--- src/rtl/haar_scan_scheduler.sv ---
// haar_scan_scheduler: walks every window of the six Haar filter scales over one core tile and collects face results.
module haar_scan_scheduler #(
  parameter int CW = 16,
  parameter int CNT_W = 32
) (
  input  logic             clk,
  input  logic             reset,
  input  logic             start,
  input  logic             abort,
  input  logic [CW-1:0]    unit_size,
  output logic             busy,
  output logic             done,
  output logic [CW-1:0]    core_side,
  output logic             win_valid,
  input  logic             win_ready,
  output logic [CW-1:0]    win_x,
  output logic [CW-1:0]    win_y,
  output logic [CW-1:0]    win_w,
  output logic [CW-1:0]    win_h,
  output logic [CW-1:0]    win_eye,
  output logic [2:0]       win_stage,
  input  logic             res_valid,
  input  logic             res_face,
  output logic             face_valid,
  output logic [CNT_W-1:0] win_count,
  output logic [15:0]      det_count
);
  localparam int PW = CW + 4;
  localparam logic [CW-1:0] ONE = CW'(1);
  localparam logic [PW-1:0] K5 = PW'(5);
  localparam logic [PW-1:0] K6 = PW'(6);
  typedef enum logic [2:0] {IDLE, CALC, ISSUE, WAIT, ADV, DONE} state_t;
  state_t state_q, state_d;
  logic [CW-1:0] u_q, u_d, core_side_q, core_side_d, x_q, x_d, y_q, y_d;
  logic [CW-1:0] w_q, w_d, h_q, h_d, eye_q, eye_d;
  logic [2:0] stage_q, stage_d;
  logic busy_q, busy_d, done_q, done_d, win_valid_q, win_valid_d, face_valid_q, face_valid_d;
  logic [CNT_W-1:0] win_count_q, win_count_d;
  logic [15:0] det_count_q, det_count_d;
  logic [PW-1:0] num, den, prod, wf, fh;
  logic skip, x_last, y_last;
  always_comb begin
    // each scale derives from the previous one; stage 1 derives from U
    num = PW'(stage_q == 3'd1 ? 2 : stage_q <= 3'd3 ? 3 : stage_q == 3'd4 ? 4 : stage_q == 3'd5 ? 5 : 6);
    den = PW'(stage_q == 3'd1 ? 3 : stage_q <= 3'd3 ? 2 : stage_q == 3'd4 ? 3 : stage_q == 3'd5 ? 4 : 5);
    prod = PW'(stage_q == 3'd1 ? u_q : w_q) * num;
    wf = prod / den - PW'(stage_q == 3'd6);
    fh = wf / K6;
    skip = fh == '0 || wf >= PW'(core_side_q) || (fh << 2) >= PW'(core_side_q);
    x_last = x_q + w_q + ONE == core_side_q;
    y_last = y_q + (h_q << 2) + ONE == core_side_q;
    state_d = state_q;
    u_d = u_q;
    core_side_d = core_side_q;
    x_d = x_q;
    y_d = y_q;
    w_d = w_q;
    h_d = h_q;
    eye_d = eye_q;
    stage_d = stage_q;
    face_valid_d = 1'b0;
    win_count_d = win_count_q;
    det_count_d = det_count_q;
    if (abort) state_d = IDLE;
    else case (state_q)
      IDLE: if (start) begin
        u_d = unit_size;
        core_side_d = unit_size + unit_size + unit_size;
        x_d = '0;
        y_d = '0;
        stage_d = 3'd1;
        win_count_d = '0;
        det_count_d = '0;
        state_d = CALC;
      end
      CALC: begin
        w_d = CW'(wf);
        h_d = CW'(fh);
        eye_d = CW'(wf / K5);
        x_d = '0;
        y_d = '0;
        stage_d = skip && stage_q != 3'd6 ? stage_q + 3'd1 : stage_q;
        state_d = !skip ? ISSUE : stage_q == 3'd6 ? DONE : CALC;
      end
      ISSUE: if (win_ready) begin
        win_count_d = win_count_q + CNT_W'(1);
        state_d = WAIT;
      end
      WAIT: if (res_valid) begin
        face_valid_d = res_face;
        det_count_d = det_count_q + 16'(res_face && det_count_q != 16'hFFFF);
        state_d = ADV;
      end
      ADV: begin
        x_d = x_last ? '0 : x_q + ONE;
        y_d = !x_last ? y_q : y_last ? '0 : y_q + ONE;
        stage_d = x_last && y_last && stage_q != 3'd6 ? stage_q + 3'd1 : stage_q;
        state_d = !(x_last && y_last) ? ISSUE : stage_q == 3'd6 ? DONE : CALC;
      end
      DONE: state_d = IDLE;
      default: state_d = IDLE;
    endcase
    busy_d = state_d != IDLE;
    done_d = state_d == DONE;
    win_valid_d = state_d == ISSUE;
  end
  always_ff @(posedge clk or posedge reset) begin
    if (reset) begin
      state_q <= IDLE;
      u_q <= '0;
      core_side_q <= '0;
      x_q <= '0;
      y_q <= '0;
      w_q <= '0;
      h_q <= '0;
      eye_q <= '0;
      stage_q <= '0;
      busy_q <= 1'b0;
      done_q <= 1'b0;
      win_valid_q <= 1'b0;
      face_valid_q <= 1'b0;
      win_count_q <= '0;
      det_count_q <= '0;
    end else begin
      state_q <= state_d;
      u_q <= u_d;
      core_side_q <= core_side_d;
      x_q <= x_d;
      y_q <= y_d;
      w_q <= w_d;
      h_q <= h_d;
      eye_q <= eye_d;
      stage_q <= stage_d;
      busy_q <= busy_d;
      done_q <= done_d;
      win_valid_q <= win_valid_d;
      face_valid_q <= face_valid_d;
      win_count_q <= win_count_d;
      det_count_q <= det_count_d;
    end
  end
  assign busy = busy_q;
  assign done = done_q;
  assign core_side = core_side_q;
  assign win_valid = win_valid_q;
  assign win_x = x_q;
  assign win_y = y_q;
  assign win_w = w_q;
  assign win_h = h_q;
  assign win_eye = eye_q;
  assign win_stage = stage_q;
  assign face_valid = face_valid_q;
  assign win_count = win_count_q;
  assign det_count = det_count_q;
endmodule
--- config.mk ---
export PLATFORM = sky130hd
export DESIGN_NAME = haar_scan_scheduler
export DESIGN_NICKNAME = d
export VERILOG_FILES = /design/src/rtl/haar_scan_scheduler.sv
export SDC_FILE = /design/constraint.sdc
export NUM_CORES = 1
export LEC_CHECK = 0
export ABC_AREA = 1
export ABC_CLOCK_PERIOD_IN_PS = 53000
export BUFFER_PORTS_ARGS = -buffer_cell sky130_fd_sc_hd__clkbuf_2
export CAP_MARGIN = 10
export CORE_AREA = 2 2 255 257
export DETAILED_ROUTE_END_ITERATION = 8
export DIE_AREA = 0 0 257 259
export PLACE_DENSITY = 0.59
export SYNTH_ARGS = -nofsm -noshare
export SYNTH_HDL_FRONTEND = slang
export SYNTH_SLANG_ARGS = --single-unit
--- constraint.sdc ---
create_clock -name clk -period 53 [get_ports clk]
set_input_delay 0 -clock clk [delete_from_list [all_inputs] [get_ports clk]]
set_output_delay 0 -clock clk [all_outputs]
set_load 0.05 [all_outputs]
=== After elaboration in Yosys (flattened, before gate mapping) ===
Index checks and enable logic that the tools add are counted.
Widths: inputs -> output; s select.

* Flip-flop bits (word level): 170
* Input port bits: 23
* Output and inout port bits: 151
* Logic and storage cells: 109

* $add $sub $neg: 12
* $mul: 1
* Div/mod/pow operators: 3
* Magnitude comparators: 3
* Equality and inequality tests: 20
* Muxes and demuxes: 35
* Bitwise operators: 1
* Reductions and logical operators: 19

{| class="wikitable"
|+ Operator list
! cell !! number
|-
| $mux 16 || 6
|-
| $pmux 16 s3 || 2
|-
| $add 16x1->16 const B || 4
|-
| $add 16x16->16 || 4
|-
| $mux 32 || 2
|-
| $pmux 32 s2 || 1
|-
| $mux 3 || 15
|-
| $div 20x3->20 const B || 2
|-
| $ge 20x16->1 || 2
|-
| $add 32x1->32 const B || 1
|-
| $eq 16x16->1 || 2
|-
| $pmux 16 s2 || 1
|-
| $div 20x20->20 || 1
|-
| $logic_not 20->1 || 1
|-
| $sub 20x1->20 || 1
|-
| $mul 16x3->19 || 1
|-
| $add 16x1->16 || 1
|-
| $ne 16x16->1 const B || 1
|-
| $eq 3x3->1 const B || 5
|-
| $pmux 3 s5 || 1
|-
| $ne 2x2->1 const B || 6
|-
| $reduce_and 4->1 || 3
|-
| $eq 3x2->1 const B || 3
|-
| $pmux 3 s3 || 1
|-
| other kinds (15) || 27
|}

=== Depth between registers and ports, before layout ===
* Depth in word-level cells: 16
* Gate-level depth with buffers: 309
* Depth with buffers taken out: 298

=== Least setup slack after synthesis ===
Ideal clock, no wire load.

* Path kind: register to register
* Start point: reg stage_q[1], in the netlist win_stage[1]
* End point: reg stage_q[2], in the netlist win_stage[2]
* Data arrival time: 39.071 ns
* Setup slack: 13.852 ns
* Cell stages (with the launch flop): 293
* Buffers on the path: 13
* Period minus slack after synthesis: 39.148 ns
* Cell sequence: dfrtp_1 ha_1 ha_1 inv_1 nand2_1 inv_2 o21ai_1 nand2_1 inv_1 clkbuf_1 nand2_1 fa_1 inv_1 ha_1 nand2_1 inv_1 nand2_1 nand2_1 [257 not listed] inv_1 ha_1 nand2_1 o31ai_1 a21o_1 a21oi_1 o21ai_0 a21oi_1 nor2_1 o21ai_0 nand2_1 a21oi_1 o311ai_0 nor4_1 nand3_1 nand3_2 nor2_1 a21oi_1

* Word-level cells in the longest chain between the ends: 15

{| class="wikitable"
|+ Ends and longest elaborated chain
! element !! line !! RTL
|-
| from (decl) || 36 || <nowiki>logic [2:0] stage_q, stage_d;</nowiki>
|-
| from (signal assigned) || 133 || <nowiki>stage_q <= stage_d;</nowiki>
|-
| $eq 3x3->1 || 44, 45 ||
|-
| $mux 2 (2 in a row) || 44 || <nowiki>num = PW'(stage_q == 3'd1 ? 2 : stage_q <= 3'd3 ? 3 : stage_q == 3'd4 ? 4 : stage_q == 3'd5 ? 5 : 6);</nowiki>
|-
| $mux 3 (2 in a row) || 44 ||
|-
| $mul 16x3->19 || 46 || <nowiki>prod = PW'(stage_q == 3'd1 ? u_q : w_q) * num;</nowiki>
|-
| $div 20x20->20 || 47 || <nowiki>wf = prod / den - PW'(stage_q == 3'd6);</nowiki>
|-
| $sub 20x1->20 * || 47 ||
|-
| $div 20x3->20 * || 48 || <nowiki>fh = wf / K6;</nowiki>
|-
| named net fh[13] || 40 || <nowiki>logic [PW-1:0] num, den, prod, wf, fh;</nowiki>
|-
| branches (longest 2 deep; another with $ge 20x16->1) || -- ||
|-
| $logic_or 1x1->1 * || 49 || <nowiki>skip = fh == '0 || wf >= PW'(core_side_q) || (fh << 2) >= PW'(core_side_q);</nowiki>
|-
| $logic_and 1x1->1 * || 82 || <nowiki>stage_d = skip && stage_q != 3'd6 ? stage_q + 3'd1 : stage_q;</nowiki>
|-
| $ne 2x2->1 (no source line) * || -- ||
|-
| $reduce_and 5->1 (no source line) * || -- ||
|}

Mark *: on every way through the listed nets, which the timed path passes. The select of a mux whose other input is x is not followed.
A chain may end at the register's enable or synchronous reset.

=== Worst setup path after layout ===
Ends and elaborated chain as after synthesis.

==> impl_metrics.py <==
metrics = {
    "floorplan": {
        "num_io_pins": 174,
        "die_w_um": 257,
        "fp-row-count": 93,
        "start_util_pct": 34.8,
        "coreArea_sq_um": 63900,
        "dieArea_sq_um": 66600,
        "fp.dieH_um": 259,
    },
    "clock_network": {
        "root_buffer": "clkbuf_16",
        "htree_levels": 4,
        "path_clk_slew_ns": 0.07,
        "clockBufferDepth": 2,
        "cts.sinks": 169,
        "clkLatencyLatePin_ns": 0.46,
        "cts-buffers-inserted": 17,
        "cts_tree": "yes",
        "cts-resized-gates": 0,
    },
    "yosys": {
        "synth.most_common_cell": "nand2_1",
        "netlist_instances": 3509,
        "synth_async_sr_flop_share_pct": 100,
        "ys_ff_latch": 169,
        "synthMuxAreaShare_pct": 0,
        "synth_top_cell_area_share_pct": 19.0,
        "post-synth-top-area-cell": "dfrtp_1",
        "ys_top_cells_by_area": "dfrtp_1, nand2_1, ha_1",
        "synth_fa_ha_area_share_pct": 10.7,
        "synth_nets": 3711,
        "yosysUniqueCellTypes": 76,
        "netlist_area_sq_um": 22200,
        "synthXorXnorAreaFrac_pct": 5.44,
        "synth_edf_count": 0,
        "syn_avg_cell_area_sq_um": 6.33,
        "yosys.area_share.simple_pct": 40.9,
        "synthFlopType": "dfrtp_1",
        "synth_top_family_by_area": "simple AND/OR/NAND/NOR gates",
        "ys_seq_area_share_pct": 19.0,
        "synth_compound_area_share_pct": 12.2,
        "ys_warn_count": 0,
        "synth_common_cells": "nand2_1, inv_1, nor2_1",
    },
    "drt": {
        "drt_iter0_drc": 1608,
        "via_per_inst": 4.93,
        "firstDrtPassIters": 5,
        "wl_per_cell_um": 14.8,
        "drtAntennaViolNets": 0,
        "drcViolationCount": 0,
        "wirelength_um": 67500,
        "vias": 22470,
    },
    "worst_setup_path": {
        "r2r_slack_ns": 7.65,
        "slowest_delay_ns": 0.57,
        "r2r_start": "win_stage[1]$_DFFE_PP0P_",
        "crit_type": "reg2reg",
        "cp-end-kind": "flip-flop",
        "worstSetupStartpoint": "win_stage[1]$_DFFE_PP0P_",
        "endpoint": "win_stage[2]$_DFFE_PP0P_",
        "worstPathRequired_ns": 53.39,
        "critPathLaunchType": "flip-flop",
        "r2r-end": "win_stage[2]$_DFFE_PP0P_",
        "crit_top_cell": "nand2_1",
        "slowest_stage": "nor4_1",
        "reg2regPathDepth": 279,
        "critPathMaxFanout": 29,
        "cp.arrival_ns": 45.74,
    },
    "grt": {
        "antenna_found_initial": 0,
        "grt_max_degree": 97,
        "overflow": 0,
        "grt_pass1_vias": 20924,
        "grt_first_pass_wirelength_um": 109000,
        "track_usage_pct": 20.1,
    },
    "min_path": {
        "worstHoldPathType": "in2reg",
    },
    "status": {
        "status": "finished, final reports clean",
    },
    "sta": {
        "tightest_slew_ns": 1.02,
        "max_freq_mhz": 22.1,
        "setup_tns_ns": 0,
        "hold_violations": 0,
        "setup_ws_ns": 7.65,
        "slew_headroom_pct": 32.0,
        "skew_ns": 0.00788,
        "slew_viol_final": 0,
        "post-route-period-util_pct": 85.6,
        "rsz0062_at_grt": "false",
        "min_period_ns": 45.35,
        "setup_viol": 0,
    },
    "final_layout": {
        "drive_gt1_share_pct": 15.7,
        "diodes": 0,
        "final_core_util_pct": 38.7,
        "syn2layout_area_growth_pct": 11.3,
        "nets": 3894,
        "fillers": 6912,
        "final_area_sq_um": 24700,
    },
    "placement": {
        "post-place-ws_ns": 7.83,
        "place_area_sq_um": 24000,
        "gp_congestion": 0.924,
        "hpwl_um": 55300,
        "portBuffers": 173,
    },
    "run": {
        "maxCapViolations": 0,
    },
}
-- cell usage in the layout, fill, tap and decap left out, drive strengths merged, types with 6 or more instances in the layout --
| master | count |
|---|---|
| nand2 | 1032 |
| inv | 588 |
| nor2 | 369 |
| nand3 | 315 |
| o21ai | 220 |
| clkbuf | 194 |
| dfrtp | 169 |
| ha | 162 |
| a21oi | 125 |
| xor2 | 103 |
| nand4 | 81 |
| nor3 | 55 |
| xnor2 | 34 |
| a31oi | 28 |
| clkinv | 23 |
| o21bai | 22 |
| dlygate4sd3 | 20 |
| nor4 | 17 |
| fa | 17 |
| buf | 16 |
| nand3b | 13 |
| or2 | 13 |
| o22ai | 10 |
| nor3b | 8 |
| o2111ai | 8 |
| a211oi | 8 |
| a221oi | 7 |
| a21o | 7 |
| o211ai | 6 |
-- sequential cells by signal (all words and copies together) (netlist names) --
name / flops
win_count: 32
done: 1
face_valid: 1
win_w: 16
state_q: 3
busy: 1
win_x: 16
win_eye: 16
win_valid: 1
win_stage: 3
u_q: 16
core_side: 15
det_count: 16
win_h: 16
win_y: 16
-- cells by family after synthesis --
group	after synthesis
xor gates and xnor gates	137
adders and majority gates	179
DFF	169
buffers and inverters	650
and+or+nand+nor	1911
other	1
AOI/OAI and AO/OA	462
-- metrics by stage --
step / cells / hold WS [ns]
3_5_place_dp: 4508 / 0.238
4_1_cts: 4558 / 0.0365
2_1_floorplan: 3509 / 0.0726
3_3_place_gp: 4508 / 0.231
5_1_grt: 4558 / 0.0812
6_report: 4558 / 0.0589
-- area by class of cell --
| type | instances | area, sq um | share of cell area, % |
|---|---|---|---|
| multi-input combinational | 2690 | 15400 | 62.2 |
| sequential | 169 | 4230 | 17.1 |
| inverter | 605 | 2300 | 9.29 |
| timing repair buffer | 209 | 1190 | 4.80 |
| tap | 855 | 1070 | 4.33 |
| clock buffer | 21 | 440 | 1.78 |
| clock inverter | 9 | 116 | 0.470 |
-- repair_timing --
action	CTS	global route
hold buffers	20	0
setup buffers	0	0
hold endpoints to repair	117	0
-- metal layers --
metal	vias up	GRT usage [%]	routed length [um]
met4	0	5.49	1760
li1	11696	-	-
met2	470	32.1	29800
met5	-	0	0
met3	72	3.35	3480
met1	10232	27.8	32400
-- worst max-delay path: cells and delay by family (launching register included) --
family / cells / cell delay, ns
buffers and inverters: 42 / 4.22
adders and majority gates: 26 / 7.74
DFF: 1 / 0.47
xor gates and xnor gates: 6 / 1.29
and+or+nand+nor: 141 / 19.89
AOI/OAI and AO/OA: 64 / 11.60
-- how the worst min path moves through the flow --
stage | start | end | slack (ns) | cells after the start
6_report | win_ready | win_valid$_DFF_PP0_ | 0.06 | 5
5_1_grt | win_ready | win_valid$_DFF_PP0_ | 0.08 | 5
4_1_cts | win_ready | win_valid$_DFF_PP0_ | 0.04 | 5
3_5_place_dp | unit_size[0] | u_q[0]$_DFFE_PP0P_ | 0.24 | 3
3_3_place_gp | unit_size[0] | u_q[0]$_DFFE_PP0P_ | 0.23 | 3
2_1_floorplan | abort | face_valid$_DFF_PP0_ | 0.07 | 1
Power is not shown: default switching activity piles up to over one toggle a cycle in this logic, so the estimate is an artifact.
